**config.mk**
```make
export PLATFORM = sky130hd
export DESIGN_NAME = if_stage_pfq_flat
export DESIGN_NICKNAME = d
export VERILOG_FILES = /design/src/rtl/if_stage_pfq_pkg.sv /design/src/rtl/if_stage_pfq_if.sv /design/src/rtl/if_stage_pfq_fetch_fifo.sv /design/src/rtl/if_stage_pfq.sv /design/src/flat_wrapper.sv
export SDC_FILE = /design/constraint.sdc
export NUM_CORES = 1
export LEC_CHECK = 0
export BUFFER_PORTS_ARGS = -buffer_cell sky130_fd_sc_hd__clkbuf_2
export CAP_MARGIN = 25
export CORE_MARGIN = 1.5
export CORE_UTILIZATION = 40
export DETAILED_ROUTE_END_ITERATION = 8
export PLACE_DENSITY = 0.66
export SLEW_MARGIN = 30
export SYNTH_ARGS = -nofsm -noshare
export SYNTH_HDL_FRONTEND = slang
export SYNTH_SLANG_ARGS = --single-unit
```
**constraint.sdc**
```tcl
create_clock -name clk -period 5.4 [get_ports clk]
set_input_delay 0 -clock clk [delete_from_list [all_inputs] [get_ports clk]]
set_output_delay 0 -clock clk [all_outputs]
set_load 0.005 [all_outputs]
```
**src/rtl/if_stage_pfq_pkg.sv**
```systemverilog
// Shared types and constants for the prefetching instruction-fetch stage.
package if_stage_pfq_pkg;

    localparam int unsigned FS_TO_DS_BUS_WD  = 66;
    localparam logic [31:0] RESET_PC_DEFAULT = 32'hbfc00000;
    localparam logic [1:0]  INST_SIZE_WORD   = 2'h2;

    typedef struct packed {
        logic        ex;
        logic        adel;
        logic [31:0] inst;
        logic [31:0] pc;
    } fs_to_ds_t;

    function automatic logic is_word_aligned(input logic [31:0] addr);
        return addr[1:0] == 2'b00;
    endfunction

endpackage

```
**src/rtl/if_stage_pfq_if.sv**
```systemverilog
// Handshake bundle of the fetch stage: redirect input, ID-side queue head and sram-like inst port.
interface if_stage_pfq_if;
    import if_stage_pfq_pkg::*;

    logic                       ds_allowin;
    logic                       redirect_valid;
    logic [31:0]                redirect_pc;
    logic                       fs_to_ds_valid;
    logic [FS_TO_DS_BUS_WD-1:0] fs_to_ds_bus;
    logic                       inst_req;
    logic [1:0]                 inst_size;
    logic [31:0]                inst_addr;
    logic [31:0]                inst_rdata;
    logic                       inst_addr_ok;
    logic                       inst_data_ok;

    modport master (
        input  ds_allowin, redirect_valid, redirect_pc, inst_rdata, inst_addr_ok, inst_data_ok,
        output fs_to_ds_valid, fs_to_ds_bus, inst_req, inst_size, inst_addr
    );

    modport slave (
        output ds_allowin, redirect_valid, redirect_pc, inst_rdata, inst_addr_ok, inst_data_ok,
        input  fs_to_ds_valid, fs_to_ds_bus, inst_req, inst_size, inst_addr
    );

endinterface

```
**src/rtl/if_stage_pfq_fetch_fifo.sv**
```systemverilog
// Small circular FIFO with synchronous flush; depth need not be a power of two.
module if_stage_pfq_fetch_fifo #(
    parameter int unsigned WIDTH = 66,
    parameter int unsigned DEPTH = 4,
    localparam int unsigned PtrW = (DEPTH > 1) ? $clog2(DEPTH) : 1,
    localparam int unsigned CntW = $clog2(DEPTH + 1)
) (
    input  logic             clk,
    input  logic             reset,
    input  logic             flush,
    input  logic             push,
    input  logic [WIDTH-1:0] push_data,
    input  logic             pop,
    output logic [WIDTH-1:0] head_data,
    output logic [CntW-1:0]  count
);

    localparam logic [CntW-1:0] DepthC = CntW'(DEPTH);

    logic [WIDTH-1:0] mem_q [DEPTH];
    logic [PtrW-1:0]  wr_ptr_q, rd_ptr_q;
    logic [CntW-1:0]  count_q;
    logic             pop_ok, push_ok;

    function automatic logic [PtrW-1:0] next_ptr(input logic [PtrW-1:0] p);
        return (p == PtrW'(DEPTH - 1)) ? '0 : p + PtrW'(1);
    endfunction

    // A push into a full FIFO is fine when the head leaves in the same cycle.
    assign pop_ok  = pop && (count_q != '0);
    assign push_ok = push && ((count_q != DepthC) || pop_ok);

    always_ff @(posedge clk or posedge reset) begin
        if (reset) begin
            wr_ptr_q <= '0;
            rd_ptr_q <= '0;
            count_q  <= '0;
        end else if (flush) begin
            wr_ptr_q <= '0;
            rd_ptr_q <= '0;
            count_q  <= '0;
        end else begin
            if (push_ok) wr_ptr_q <= next_ptr(wr_ptr_q);
            if (pop_ok)  rd_ptr_q <= next_ptr(rd_ptr_q);
            count_q <= count_q + CntW'(push_ok) - CntW'(pop_ok);
        end
    end

    always_ff @(posedge clk) begin
        if (push_ok && !flush) mem_q[wr_ptr_q] <= push_data;
    end

    assign head_data = mem_q[rd_ptr_q];
    assign count     = count_q;

endmodule

```
**src/rtl/if_stage_pfq.sv**
```systemverilog
// Instruction fetch stage: keeps several sram-like requests in flight and queues words for ID.
module if_stage_pfq
    import if_stage_pfq_pkg::*;
#(
    parameter int unsigned DEPTH           = 4,
    parameter int unsigned MAX_OUTSTANDING = 2,
    parameter logic [31:0] RESET_PC        = RESET_PC_DEFAULT
) (
    input  logic           clk,
    input  logic           reset,
    if_stage_pfq_if.master fs
);

    localparam int unsigned QCntW = $clog2(DEPTH + 1);
    localparam int unsigned OCntW = $clog2(MAX_OUTSTANDING + 1);

    logic [31:0]                fetch_pc_q, fetch_pc_d;
    logic [31:0]                redir_pc_q, redir_pc_d;
    logic                       redir_pend_q, redir_pend_d;
    logic                       adel_done_q, adel_done_d;
    logic [OCntW-1:0]           discard_cnt_q, discard_cnt_d;
    logic [OCntW-1:0]           out_cnt, live_cnt;
    logic [QCntW-1:0]           q_count;
    logic [FS_TO_DS_BUS_WD-1:0] q_head;
    logic [31:0]                pc_head;
    fs_to_ds_t                  push_entry;
    logic aligned, has_space, fire, hold_req, resp, drop, resp_push, adel_push, q_push, q_pop;

    assign aligned  = is_word_aligned(fetch_pc_q);
    assign live_cnt = out_cnt - discard_cnt_q;
    // Every live request owns a queue slot, so a returning word always has room.
    assign has_space = (32'(live_cnt) + 32'(q_count)) < DEPTH;

    assign fs.inst_req  = !reset && aligned && (32'(out_cnt) < MAX_OUTSTANDING) && has_space;
    assign fs.inst_size = INST_SIZE_WORD;
    assign fs.inst_addr = fetch_pc_q;

    assign fire      = fs.inst_req && fs.inst_addr_ok;
    assign hold_req  = fs.inst_req && !fs.inst_addr_ok;
    assign resp      = fs.inst_data_ok && (out_cnt != '0);
    assign drop      = resp && (fs.redirect_valid || (discard_cnt_q != '0));
    assign resp_push = resp && !drop;
    assign adel_push = !fs.redirect_valid && !aligned && !adel_done_q &&
                       (out_cnt == discard_cnt_q) && (32'(q_count) < DEPTH);
    assign q_push    = resp_push || adel_push;

    assign fs.fs_to_ds_valid = (q_count != '0);
    assign fs.fs_to_ds_bus   = fs.fs_to_ds_valid ? q_head : '0;
    assign q_pop             = fs.fs_to_ds_valid && fs.ds_allowin;

    always_comb begin
        push_entry      = '0;
        push_entry.inst = fs.inst_rdata;
        push_entry.pc   = pc_head;
        if (adel_push) begin
            push_entry.ex   = 1'b1;
            push_entry.adel = 1'b1;
            push_entry.inst = '0;
            push_entry.pc   = fetch_pc_q;
        end
    end

    always_comb begin
        fetch_pc_d    = fetch_pc_q;
        redir_pc_d    = redir_pc_q;
        redir_pend_d  = redir_pend_q;
        adel_done_d   = adel_done_q;
        discard_cnt_d = discard_cnt_q;
        if (fs.redirect_valid) begin
            // Everything still in flight, including a request accepted now, is on the old path.
            discard_cnt_d = out_cnt + OCntW'(fire) - OCntW'(resp);
            adel_done_d   = 1'b0;
            if (hold_req) begin
                redir_pend_d = 1'b1;
                redir_pc_d   = fs.redirect_pc;
            end else begin
                redir_pend_d = 1'b0;
                fetch_pc_d   = fs.redirect_pc;
            end
        end else begin
            discard_cnt_d = discard_cnt_q - OCntW'(drop);
            if (fire) begin
                if (redir_pend_q) begin
                    fetch_pc_d    = redir_pc_q;
                    redir_pend_d  = 1'b0;
                    discard_cnt_d = discard_cnt_d + OCntW'(1);
                end else begin
                    fetch_pc_d = fetch_pc_q + 32'd4;
                end
            end
            if (adel_push) adel_done_d = 1'b1;
        end
    end

    always_ff @(posedge clk or posedge reset) begin
        if (reset) begin
            fetch_pc_q    <= RESET_PC;
            redir_pc_q    <= '0;
            redir_pend_q  <= 1'b0;
            adel_done_q   <= 1'b0;
            discard_cnt_q <= '0;
        end else begin
            fetch_pc_q    <= fetch_pc_d;
            redir_pc_q    <= redir_pc_d;
            redir_pend_q  <= redir_pend_d;
            adel_done_q   <= adel_done_d;
            discard_cnt_q <= discard_cnt_d;
        end
    end

    if_stage_pfq_fetch_fifo #(
        .WIDTH (FS_TO_DS_BUS_WD),
        .DEPTH (DEPTH)
    ) u_inst_fifo (
        .clk       (clk),
        .reset     (reset),
        .flush     (fs.redirect_valid),
        .push      (q_push),
        .push_data (push_entry),
        .pop       (q_pop),
        .head_data (q_head),
        .count     (q_count)
    );

    // Occupancy of the in-order pc FIFO doubles as the outstanding-request count.
    if_stage_pfq_fetch_fifo #(
        .WIDTH (32),
        .DEPTH (MAX_OUTSTANDING)
    ) u_pc_fifo (
        .clk       (clk),
        .reset     (reset),
        .flush     (1'b0),
        .push      (fire),
        .push_data (fetch_pc_q),
        .pop       (resp),
        .head_data (pc_head),
        .count     (out_cnt)
    );

endmodule
```
**src/flat_wrapper.sv**
```systemverilog
// flat-port wrapper written by rule: the top's interface ports become plain ports
module if_stage_pfq_flat import if_stage_pfq_pkg::*;
#(
    parameter int unsigned DEPTH           = 4,
    parameter int unsigned MAX_OUTSTANDING = 2,
    parameter logic [31:0] RESET_PC        = RESET_PC_DEFAULT
)
  (clk, reset, fs_ds_allowin, fs_redirect_valid, fs_redirect_pc, fs_inst_rdata, fs_inst_addr_ok, fs_inst_data_ok, fs_fs_to_ds_valid, fs_fs_to_ds_bus, fs_inst_req, fs_inst_size, fs_inst_addr);
  if_stage_pfq_if fs_i ();
  input  logic clk;
  input  logic reset;
  input wire logic [$bits(fs_i.ds_allowin)-1:0] fs_ds_allowin;
  input wire logic [$bits(fs_i.redirect_valid)-1:0] fs_redirect_valid;
  input wire logic [$bits(fs_i.redirect_pc)-1:0] fs_redirect_pc;
  input wire logic [$bits(fs_i.inst_rdata)-1:0] fs_inst_rdata;
  input wire logic [$bits(fs_i.inst_addr_ok)-1:0] fs_inst_addr_ok;
  input wire logic [$bits(fs_i.inst_data_ok)-1:0] fs_inst_data_ok;
  output wire logic [$bits(fs_i.fs_to_ds_valid)-1:0] fs_fs_to_ds_valid;
  output wire logic [$bits(fs_i.fs_to_ds_bus)-1:0] fs_fs_to_ds_bus;
  output wire logic [$bits(fs_i.inst_req)-1:0] fs_inst_req;
  output wire logic [$bits(fs_i.inst_size)-1:0] fs_inst_size;
  output wire logic [$bits(fs_i.inst_addr)-1:0] fs_inst_addr;
  assign fs_i.ds_allowin = fs_ds_allowin;
  assign fs_i.redirect_valid = fs_redirect_valid;
  assign fs_i.redirect_pc = fs_redirect_pc;
  assign fs_i.inst_rdata = fs_inst_rdata;
  assign fs_i.inst_addr_ok = fs_inst_addr_ok;
  assign fs_i.inst_data_ok = fs_inst_data_ok;
  assign fs_fs_to_ds_valid = fs_i.fs_to_ds_valid;
  assign fs_fs_to_ds_bus = fs_i.fs_to_ds_bus;
  assign fs_inst_req = fs_i.inst_req;
  assign fs_inst_size = fs_i.inst_size;
  assign fs_inst_addr = fs_i.inst_addr;
  if_stage_pfq #(.DEPTH(DEPTH), .MAX_OUTSTANDING(MAX_OUTSTANDING), .RESET_PC(RESET_PC)) u_core (.clk(clk), .reset(reset), .fs(fs_i));
endmodule
```
==> impl_metrics.ini, run 1 <==
[status]
status = finished clean

[synthesis]
synth_area_leaders = edfxtp_1 (57%), dfrtp_1 (10%), mux4_2 (8.5%)
synthDistinctLibCells = 63
syn_area_per_cell_um2 = 15.50
synthDominantCellAreaShare_pct = 56.55
synth_area_um2 = 17200
synth_nets = 1193
yosysTopAreaCell = edfxtp_1
ys_ff_latch = 403
synth_edf_count = 324
yosysWarningCount = 0
ys.flop_type = edfxtp_1
syn_inst = 1110
synth.yosys.seq_area_share_pct = 68.11
synthArstFlopShare_pct = 19.60

[run]
maxCapViolCount = 0

[floorplan]
coreArea_um2 = 42230
ioPinCount = 172
row_count = 75
die-area_um2 = 44260
start_util_pct = 40.74
die_w_um = 210.4
die_h_um = 210.4

[clocking]
cts-root-buf = clkbuf_16
clock_latency_ns = 0.55
clkSinkCount = 403
htree_levels = 2
numCtsBuffers = 42
path_clk_slew_ns = 0.06
cts_buffer_depth = 3
cts_tree = yes

[routing]
dr_total_vias = 10198
final_antenna_net_count = 0
dr.pass1.iters = 4
via_per_inst = 5.331
wl_mm = 38.54
drt_iter0_drc = 830
drc = 0
routedWlPerCell_um = 20.15

[finish]
drive_gt1_share_pct = 27.68
final_util_pct = 49.11
nets = 1425
area_growth_pct = 20.55

[setup_path]
criticalPathCategory = reg -> reg
cpMaxStageDelayCell = and2_2
arrival_ns = 3.53
worstPathRequired_ns = 5.63
cp_max_fo = 33
crit_path_end_kind = register
crit_chain = inv_1, ha_1, nor4b_1, nand3b_1, a21oi_1, and2_2, buf_4
start_kind = register
crit_path_max_incr_delay_ns = 0.88

[sta]
maxSlewViolCount = 0
setup_ws_ns = 2.099
finClkSkew_ns = 0.01533
slew_headroom_pct = 36.07
hold_violations = 0
fmax_ghz = 0.3029
finalSetupTns_ns = 0
finalCritPeriodShare_pct = 61.13
worst_slew_pin_slew_ns = 0.9579
period_needed_ns = 3.301
rsz0062_at_grt = no
setup_viol = 0

[grt]
antenna_found_initial = 0
grt_max_degree = 99
grt_pass1_wl_mm = 60.53
grt_remaining_overflow = 0
grt_use_total_pct = 17.66
first_global_vias = 10521

[hold_path]
hold_path_class = in -> reg

[pwr]
power_density_nw_per_um2 = 507.0
vdd_drop_max_uv = 289.3
power_uw = 10510
leakagePower_uw = 0.007577

[place]
hpwl_mm = 23.74
portBuffers = 169
gp_congestion = 0.8049
post-place-ws_ns = 2.095
==> cells by family after synthesis <==
kind of cell | after synthesis | synth area share, %
AOI/OAI and AO/OA | 145 | 5.317
xor gates and xnor gates | 24 | 1.222
adders and majority gates | 13 | 0.9891
buffers and inverters | 88 | 2.073
DFF | 403 | 68.11
muxes | 137 | 12.95
other | 2 | 0.04365
and+or+nand+nor | 298 | 9.302
==> final timing paths <==
kind | start | end | depth (start not counted) | slack (ns)
max | u_core.u_pc_fifo.count[0] | u_core.u_inst_fifo.mem_q[1][32] | 7 | 2.10
min | fs_redirect_valid | u_core.u_inst_fifo.rd_ptr_q[1] | 3 | 0.06
max reg2reg | u_core.u_pc_fifo.count[0] | u_core.u_inst_fifo.mem_q[1][32] | 7 | 2.10
min reg2reg | u_core.redir_pc_q[11] | u_core.redir_pc_q[11] | 1 | 0.50
max in group asynchronous | reset | u_core.u_inst_fifo.rd_ptr_q[0] | 4 | 4.57
min in group asynchronous | reset | u_core.fs.inst_addr[8] | 4 | 0.27
==> state kept, by name, summed over array words and instances (netlist names) <==
register and cells:
u_core.u_inst_fifo.mem_q 260, u_core.u_pc_fifo.mem_q 64, u_core.fs.inst_addr 32, u_core.redir_pc_q 32, u_core.u_inst_fifo.count 3, u_core.discard_cnt_q 2
u_core.u_inst_fifo.rd_ptr_q 2, u_core.u_inst_fifo.wr_ptr_q 2, u_core.u_pc_fifo.count 2, u_core.adel_done_q 1, u_core.redir_pend_q 1, u_core.u_pc_fifo.rd_ptr_q 1
u_core.u_pc_fifo.wr_ptr_q 1
==> final cells by class <==
| cell class | count | area, um^2 |
|---|---|---|
| clock buffers | 52 | 1120 |
| inverters | 17 | 63.81 |
| well taps | 539 | 674.4 |
| fillers | 3583 | 21490 |
| multi-input cells | 619 | 5139 |
| diodes | 1 | 2.502 |
| flip-flops and latches | 403 | 11730 |
| clock inverters | 23 | 261.5 |
| repair buffers | 259 | 1753 |
==> worst max-delay path: cells and delay by family (launching register included) <==
kind | cells | cell delay (ns)
fa+ha+maj | 1 | 0.29
buf+inv | 2 | 0.47
simple gates | 3 | 1.32
compound gates | 1 | 0.50
flops | 1 | 0.39
==> cell usage in the layout, fill, tap and decap left out, types with 9 or more instances in the layout <==
cell type | netlist | layout
clkbuf_16 | 0 | 43
dlygate4sd3_1 | 0 | 68
and2_1 | 103 | 99
ha_1 | 12 | 12
dfstp_2 | 9 | 9
a21oi_1 | 60 | 60
mux2i_1 | 38 | 38
o21ai_0 | 29 | 29
nor4_1 | 10 | 10
dfrtp_1 | 70 | 67
nand3_1 | 21 | 21
inv_1 | 16 | 15
buf_4 | 3 | 15
clkinv_2 | 0 | 10
edfxtp_1 | 324 | 324
clkbuf_2 | 2 | 169
nor2_1 | 69 | 68
mux4_2 | 65 | 65
nand2_1 | 40 | 40
xnor2_1 | 16 | 16
nor3_1 | 9 | 9
o31ai_1 | 9 | 9
nand2b_1 | 14 | 14
mux2_2 | 34 | 34
==> per-stage QoR <==
| stage | std cells | hold WS [ns] | cell area, um^2 |
|---|---|---|---|
| global route | 1912 | 0.06987 | 20740 |
| finish | 1913 | 0.06278 | 20740 |
| global placement | 1767 | 0.2481 | 18620 |
| CTS | 1912 | 0.01858 | 20730 |
| detailed placement | 1769 | 0.2488 | 18670 |
| floorplan | 1110 | 0.1505 | 17200 |
==> where the power goes <==
part	total, uW	switching [uW]	internal (uW)	leakage, uW
Clock	2880	1200	1680	0.000683
Sequential	4730	533	4200	0.00389
Combinational	2900	1530	1370	0.00301
==> synth_stat cells (all sizes together) (2+ instances only) <==
cell type and n:
o2bb2ai 4, and2 103, a21oi 61, o2111ai 2
dfstp 9, inv 17, nor3 9, or3 4
o41ai 3, a31o 3, and3 4, mux2i 38
nor4b 2, nand3 21, ha 12, a31oi 2
o21ai 29, buf 20, conb 2, mux4 65
and4 5, nor2 69, xnor2 16, mux2 34
xor2 8, a32o 4, or4 6, edfxtp 324
nand4 8, o31ai 9, dfrtp 70, nand2 40
clkbuf 51, a221oi 2, nor4 10, a21o 5
nand3b 2, o211ai 5, o21a 3, nand2b 14
==> per-layer routing <==
layer	track usage, %	vias to the layer above	share of wire, %
met1	25.63	5126	47
met4	4.015	0	1.6
met2	27.94	307	47
li1	-	4712	-
met5	0.1112	-	0
met3	3.054	53	5.3
==> timing repair <==
| item | CTS | global route |
|---|---|---|
| resized for setup | 0 | 0 |
| hold buffers | 68 | 0 |
| setup endpoints to repair | 0 | 0 |
| hold endpoints to repair | 265 | 0 |
| setup buffers | 0 | 0 |
(Power assumes the default switching activity.)
==> run 2: changes to the inputs <==
--- a/config.mk
+++ b/config.mk
@@ -10,7 +10,7 @@
 export CORE_MARGIN = 1.5
 export CORE_UTILIZATION = 40
 export DETAILED_ROUTE_END_ITERATION = 8
-export PLACE_DENSITY = 0.66
+export PLACE_DENSITY = 0.68
 export SLEW_MARGIN = 30
 export SYNTH_ARGS = -nofsm -noshare
 export SYNTH_HDL_FRONTEND = slang
==> constraint.sdc (replaced) <==
create_clock -name clk -period 2.8 [get_ports clk]
set_input_delay 0 -clock clk [delete_from_list [all_inputs] [get_ports clk]]
set_output_delay 0 -clock clk [all_outputs]
set_load 0.005 [all_outputs]
==> impl_metrics.ini, run 2 (synthesis gave the netlist of run 1 again) <==
[status]
status = finished clean

[routing]
dr_total_vias = 10393
drc = 0
drt_iter0_drc = 689
via_per_inst = 5.349
dr.pass1.iters = 5
routedWlPerCell_um = 19.81
wl_mm = 38.50
final_antenna_net_count = 0

[sta]
maxSlewViolCount = 0
rsz0062_at_grt = no
finalSetupTns_ns = 0
finalCritPeriodShare_pct = 91.51
hold_violations = 0
fmax_ghz = 0.3903
slew_headroom_pct = 50.99
setup_viol = 0
period_needed_ns = 2.562
finClkSkew_ns = 0.02483
worst_slew_pin_slew_ns = 0.7340

[floorplan]
row_count = 75
ioPinCount = 172
coreArea_um2 = 42230
die-area_um2 = 44260
start_util_pct = 40.74
die_w_um = 210.4
die_h_um = 210.4

[setup_path]
start_kind = register
crit_path_end_kind = register
arrival_ns = 2.99
worstPathRequired_ns = 3.23
cp_max_fo = 4
criticalPathCategory = reg -> reg

[pwr]
p_sw_share_pct = 30.94
p_sw_uw = 6284
clkPwrFrac_pct = 26.1
leakagePower_uw = 0.007725
p_int_uw = 14030
vdd_drop_max_uv = 498.3
power_density_nw_per_um2 = 964.1
power_uw = 20310
p_comb_share_pct = 30.0
power_frac_seq_pct = 43.9

[place]
gp_congestion = 0.8457
hpwl_mm = 24.35
dpl_cell_area_um2 = 19070
dp.cells = 1801
portBuffers = 169

[finish]
layout.cells.most_common = edfxtp_1
area_growth_pct = 22.45
n_antenna_cell = 0
final_util_pct = 49.89
largest_register = u_core.u_inst_fifo.mem_q
layout_common_cells = edfxtp_1 (324), clkbuf_2 (169), and2_1 (99), nor2_1 (68), dlygate4sd3_1 (68)
fin_area_um2 = 21070
largest_reg_flops = 260
reg_top3 = u_core.u_inst_fifo.mem_q: 260 flops, u_core.u_pc_fifo.mem_q: 64 flops
fillers = 3566
fin_cells = 1943
drive_gt1_share_pct = 28.85
nets = 1458

[clocking]
clkSinkCount = 403
cts_buffer_depth = 3
postCtsSetupBuffers = 0
path_clk_slew_ns = 0.06
cts_tree = yes
htree_levels = 2
clock_latency_ns = 0.57
numCtsBuffers = 43
cts-root-buf = clkbuf_16

[grt]
antenna_found_initial = 0
first_global_vias = 10476
grt_remaining_overflow = 0
grt_max_degree = 68
grt_use_total_pct = 17.54
grt_pass1_wl_mm = 59.77

[run]
maxCapViolCount = 0

[hold_path]
hold_path_class = in -> reg
==> run 2: area by class of cell <==
class                   instances  area [um^2]  share of cell area (%)
flip-flops and latches        403        11720                   55.65
clock inverters                20        166.4                  0.7899
multi-input cells             619         5155                   24.47
repair buffers                291         2145                   10.18
inverters                      17        63.81                  0.3029
clock buffers                  54         1139                   5.405
well taps                     539        674.4                   3.201
==> run 2: worst max-delay path, cell delays in order, from the launching register on <==
cell and delay (ns):
dfrtp_1 0.40, inv_1 0.06, ha_1 0.20, xnor2_1 0.13, ha_1 0.20, nor4_2 0.24
nand3_1 0.15, nor2_1 0.23, inv_2 0.06, ha_1 0.27, inv_1 0.04, ha_1 0.18
xnor2_1 0.12, nand2_1 0.06, o21ai_0 0.08
==> run 2: per-layer routing <==
layer / wire length, um / vias up / part of all wire [%] / global-route usage [%]
li1: - / 4762 / - / -
met1: 17780 / 5224 / 46 / 25.06
met2: 17690 / 343 / 46 / 27.47
met3: 2291 / 64 / 6.0 / 3.308
met4: 739 / 0 / 1.9 / 5.099
met5: 0 / - / 0 / 0
==> run 2: path summary, 6_finish.rpt <==
check / startpoint / end / slack, ns / cells after the start
worst max-delay path: u_core.u_pc_fifo.count[0] / u_core.discard_cnt_q[1] / 0.24 / 14
worst min-delay path: fs_redirect_valid / u_core.u_inst_fifo.count[2] / 0.14 / 3
worst max register to register: u_core.u_pc_fifo.count[0] / u_core.discard_cnt_q[1] / 0.24 / 14
worst min register to register: u_core.redir_pc_q[11] / u_core.redir_pc_q[11] / 0.50 / 1
max in group asynchronous: reset / u_core.fs.inst_addr[29] / 1.86 / 4
min in group asynchronous: reset / u_core.u_inst_fifo.count[1] / 0.15 / 3
==> run 2: what timing repair did <==
item,CTS,global route
gates resized for setup,0,1
endpoints found under the setup margin,0,1
endpoints found under the hold margin,223,0
hold buffers,68,0
==> run 2: stage by stage <==
step / worst slack (ns) / hold slack (ns)
floorplan: -0.05546 / 0.1505
global placement: 0.2833 / 0.2025
detailed placement: 0.2372 / 0.2136
CTS: 0.2036 / 0.08311
global route: 0.04194 / 0.1406
finish: 0.2377 / 0.1388
==> run 2: power by group through the flow <==
stage	Combinational (uW)	Clock (uW)	Sequential [uW]
finish	6100	5300	8910
global route	6710	5660	9040
CTS	6200	5450	8910
detailed placement	6100	0	9030
global placement	5970	0	8980
floorplan	3830	0	8690
==> run 3: changes to the inputs <==
--- a/config.mk
+++ b/config.mk
@@ -7,10 +7,13 @@
 export LEC_CHECK = 0
 export BUFFER_PORTS_ARGS = -buffer_cell sky130_fd_sc_hd__clkbuf_2
 export CAP_MARGIN = 25
+export CELL_PAD_IN_SITES_DETAIL_PLACEMENT = 0
+export CELL_PAD_IN_SITES_GLOBAL_PLACEMENT = 1
 export CORE_MARGIN = 1.5
 export CORE_UTILIZATION = 40
 export DETAILED_ROUTE_END_ITERATION = 8
-export PLACE_DENSITY = 0.68
+export PLACE_DENSITY = 0.74
+export SETUP_SLACK_MARGIN = 0.1
 export SLEW_MARGIN = 30
 export SYNTH_ARGS = -nofsm -noshare
 export SYNTH_HDL_FRONTEND = slang
==> constraint.sdc (replaced) <==
create_clock -name clk -period 2.4 [get_ports clk]
set_input_delay 0 -clock clk [delete_from_list [all_inputs] [get_ports clk]]
set_output_delay 0 -clock clk [all_outputs]
set_load 0.005 [all_outputs]
==> impl_metrics.ini, run 3 (synthesis gave the netlist of run 1 again) <==
[sta]
worst_slew_pin_slew_ns = 0.5570
slew_headroom_pct = 62.35
finalSetupTns_ns = 0
finClkSkew_ns = 0.01978
rsz0062_at_grt = yes
maxSlewViolCount = 0
finalCritPeriodShare_pct = 99.24
setup_viol = 0
fmax_ghz = 0.4198
period_needed_ns = 2.382
hold_violations = 0
setup_ws_ns = 0.01816

[floorplan]
row_count = 75
coreArea_um2 = 42230
start_util_pct = 40.74
die_h_um = 210.4
ioPinCount = 172
die_w_um = 210.4
die-area_um2 = 44260

[finish]
drive_gt1_share_pct = 34.27
fin_cells = 2030
layout_common_cells = edfxtp_1 (324), clkbuf_2 (169), and2_1 (98), buf_4 (72), dlygate4sd3_1 (70)
reg_top3 = u_core.u_inst_fifo.mem_q: 260 flops, u_core.u_pc_fifo.mem_q: 64 flops
largest_register = u_core.u_inst_fifo.mem_q
area_growth_pct = 30.24
n_antenna_cell = 0
largest_reg_flops = 260
fillers = 3467
layout.cells.most_common = edfxtp_1
nets = 1542

[grt]
grt_pass1_wl_mm = 63.67
use_met2_pct = 31.33
grt_remaining_overflow = 0
use_met1_pct = 25.78
grt_use_total_pct = 18.80
antenna_found_initial = 0
grt_use_met3_pct = 3.442
gr-max-usage-layer = met2
first_global_vias = 10925
grt_max_degree = 68

[setup_path]
crit_path_end_kind = register
arrival_ns = 2.80
criticalPathCategory = reg -> reg
worstPathRequired_ns = 2.82
start_kind = register
cp_max_fo = 2

[routing]
via_per_inst = 5.316
routedWlPerCell_um = 21.46
drc = 0
drt_iter0_drc = 674
dr.pass1.iters = 5
dr_total_vias = 10792
final_antenna_net_count = 0
wl_mm = 43.56

[hold_path]
hold_path_class = in -> reg

[place]
dp.cells = 1835
portBuffers = 169
gp_congestion = 0.8003
post-place-ws_ns = 0.008151
hpwl_mm = 26.49

[clocking]
cts_buffer_depth = 3
cts-root-buf = clkbuf_16
cts_tree = yes
numCtsBuffers = 44
path_clk_slew_ns = 0.06
htree_levels = 2
clkSinkCount = 403
clock_latency_ns = 0.56

[status]
status = finished clean

[pwr]
power_density_nw_per_um2 = 1109
leakagePower_uw = 0.008339
vdd_drop_max_uv = 600.5

[run]
maxCapViolCount = 0
## run 3: cell count changes in the layout (fill, tap and decap cells not counted), sizes merged, moves of 2 or more
| cell | change |
|---|---|
| buf | +63 |
| bufinv | -2 |
| clkbuf | +20 |
| clkinv | +5 |
| dlygate4sd3 | +2 |
| inv | -2 |
## run 3: per-layer routing
layer  part of all wire (%)  wire, um
met5                      0         0
met4                    1.4       604
met3                    5.2      2266
met2                     49     21460
met1                     44     19230
## run 3: path summary, 6_finish.rpt
path	start	to	slack, ns	cells past startpoint
max reg2reg	u_core.discard_cnt_q[1]	u_core.discard_cnt_q[1]	0.02	13
max	u_core.discard_cnt_q[1]	u_core.discard_cnt_q[1]	0.02	13
min	fs_redirect_pc[30]	u_core.redir_pc_q[30]	0.23	3
min reg2reg	u_core.redir_pc_q[28]	u_core.redir_pc_q[28]	0.51	1
min in group asynchronous	reset	u_core.fs.inst_addr[7]	0.54	4
max in group asynchronous	reset	u_core.fs.inst_addr[28]	1.14	5
## run 3: power breakdown
| group | switching (uW) | internal [uW] |
|---|---|---|
| sequential | 702 | 9430 |
| clock | 2630 | 3430 |
| combinational | 4440 | 4220 |
## run 3: cell type report
cell class              count  area (um^2)  area share (%)
repair buffers            374         3333           14.88
clock inverters            22        108.9          0.4858
inverters                  17        63.81          0.2848
well taps                 539        674.4           3.010
multi-input cells         619         5335           23.81
flip-flops and latches    403        11720           52.32
clock buffers              56         1167           5.210
## run 3: through the flow
| stage | power (uW) | instance area (um^2) | util [%] | hold WS (ns) |
|---|---|---|---|---|
| floorplan | 14660 | 17270 | - | 0.1505 |
| global placement | 17860 | 19410 | 45.98 | -0.03595 |
| detailed placement | 18070 | 19410 | 45.98 | -0.03503 |
| CTS | 24370 | 21470 | 50.83 | 0.1965 |
| global route | 26170 | 22410 | 53.06 | 0.2230 |
| finish | 24850 | 22410 | 53.06 | 0.2320 |
## run 3: timing repair
item | in CTS | in global routing
hold endpoints to repair | 270 | 0
hold buffers | 70 | 0
buffers inserted | 2 | 23
pin swaps | 6 | 15
resized for setup | 13 | 39
gates cloned | 1 | 21
endpoints found under the setup margin | 146 | 472
## run 3: critical path, stage by stage (launching register included)
cell	delay, ns
dfrtp_1	0.41
xnor2_2	0.25
xnor2_2	0.15
ha_2	0.29
nand3b_1	0.12
nand3_2	0.13
nor2_4	0.15
inv_2	0.06
ha_4	0.26
inv_2	0.03
ha_4	0.15
xnor2_2	0.12
nand2_1	0.06
o21ai_1	0.07
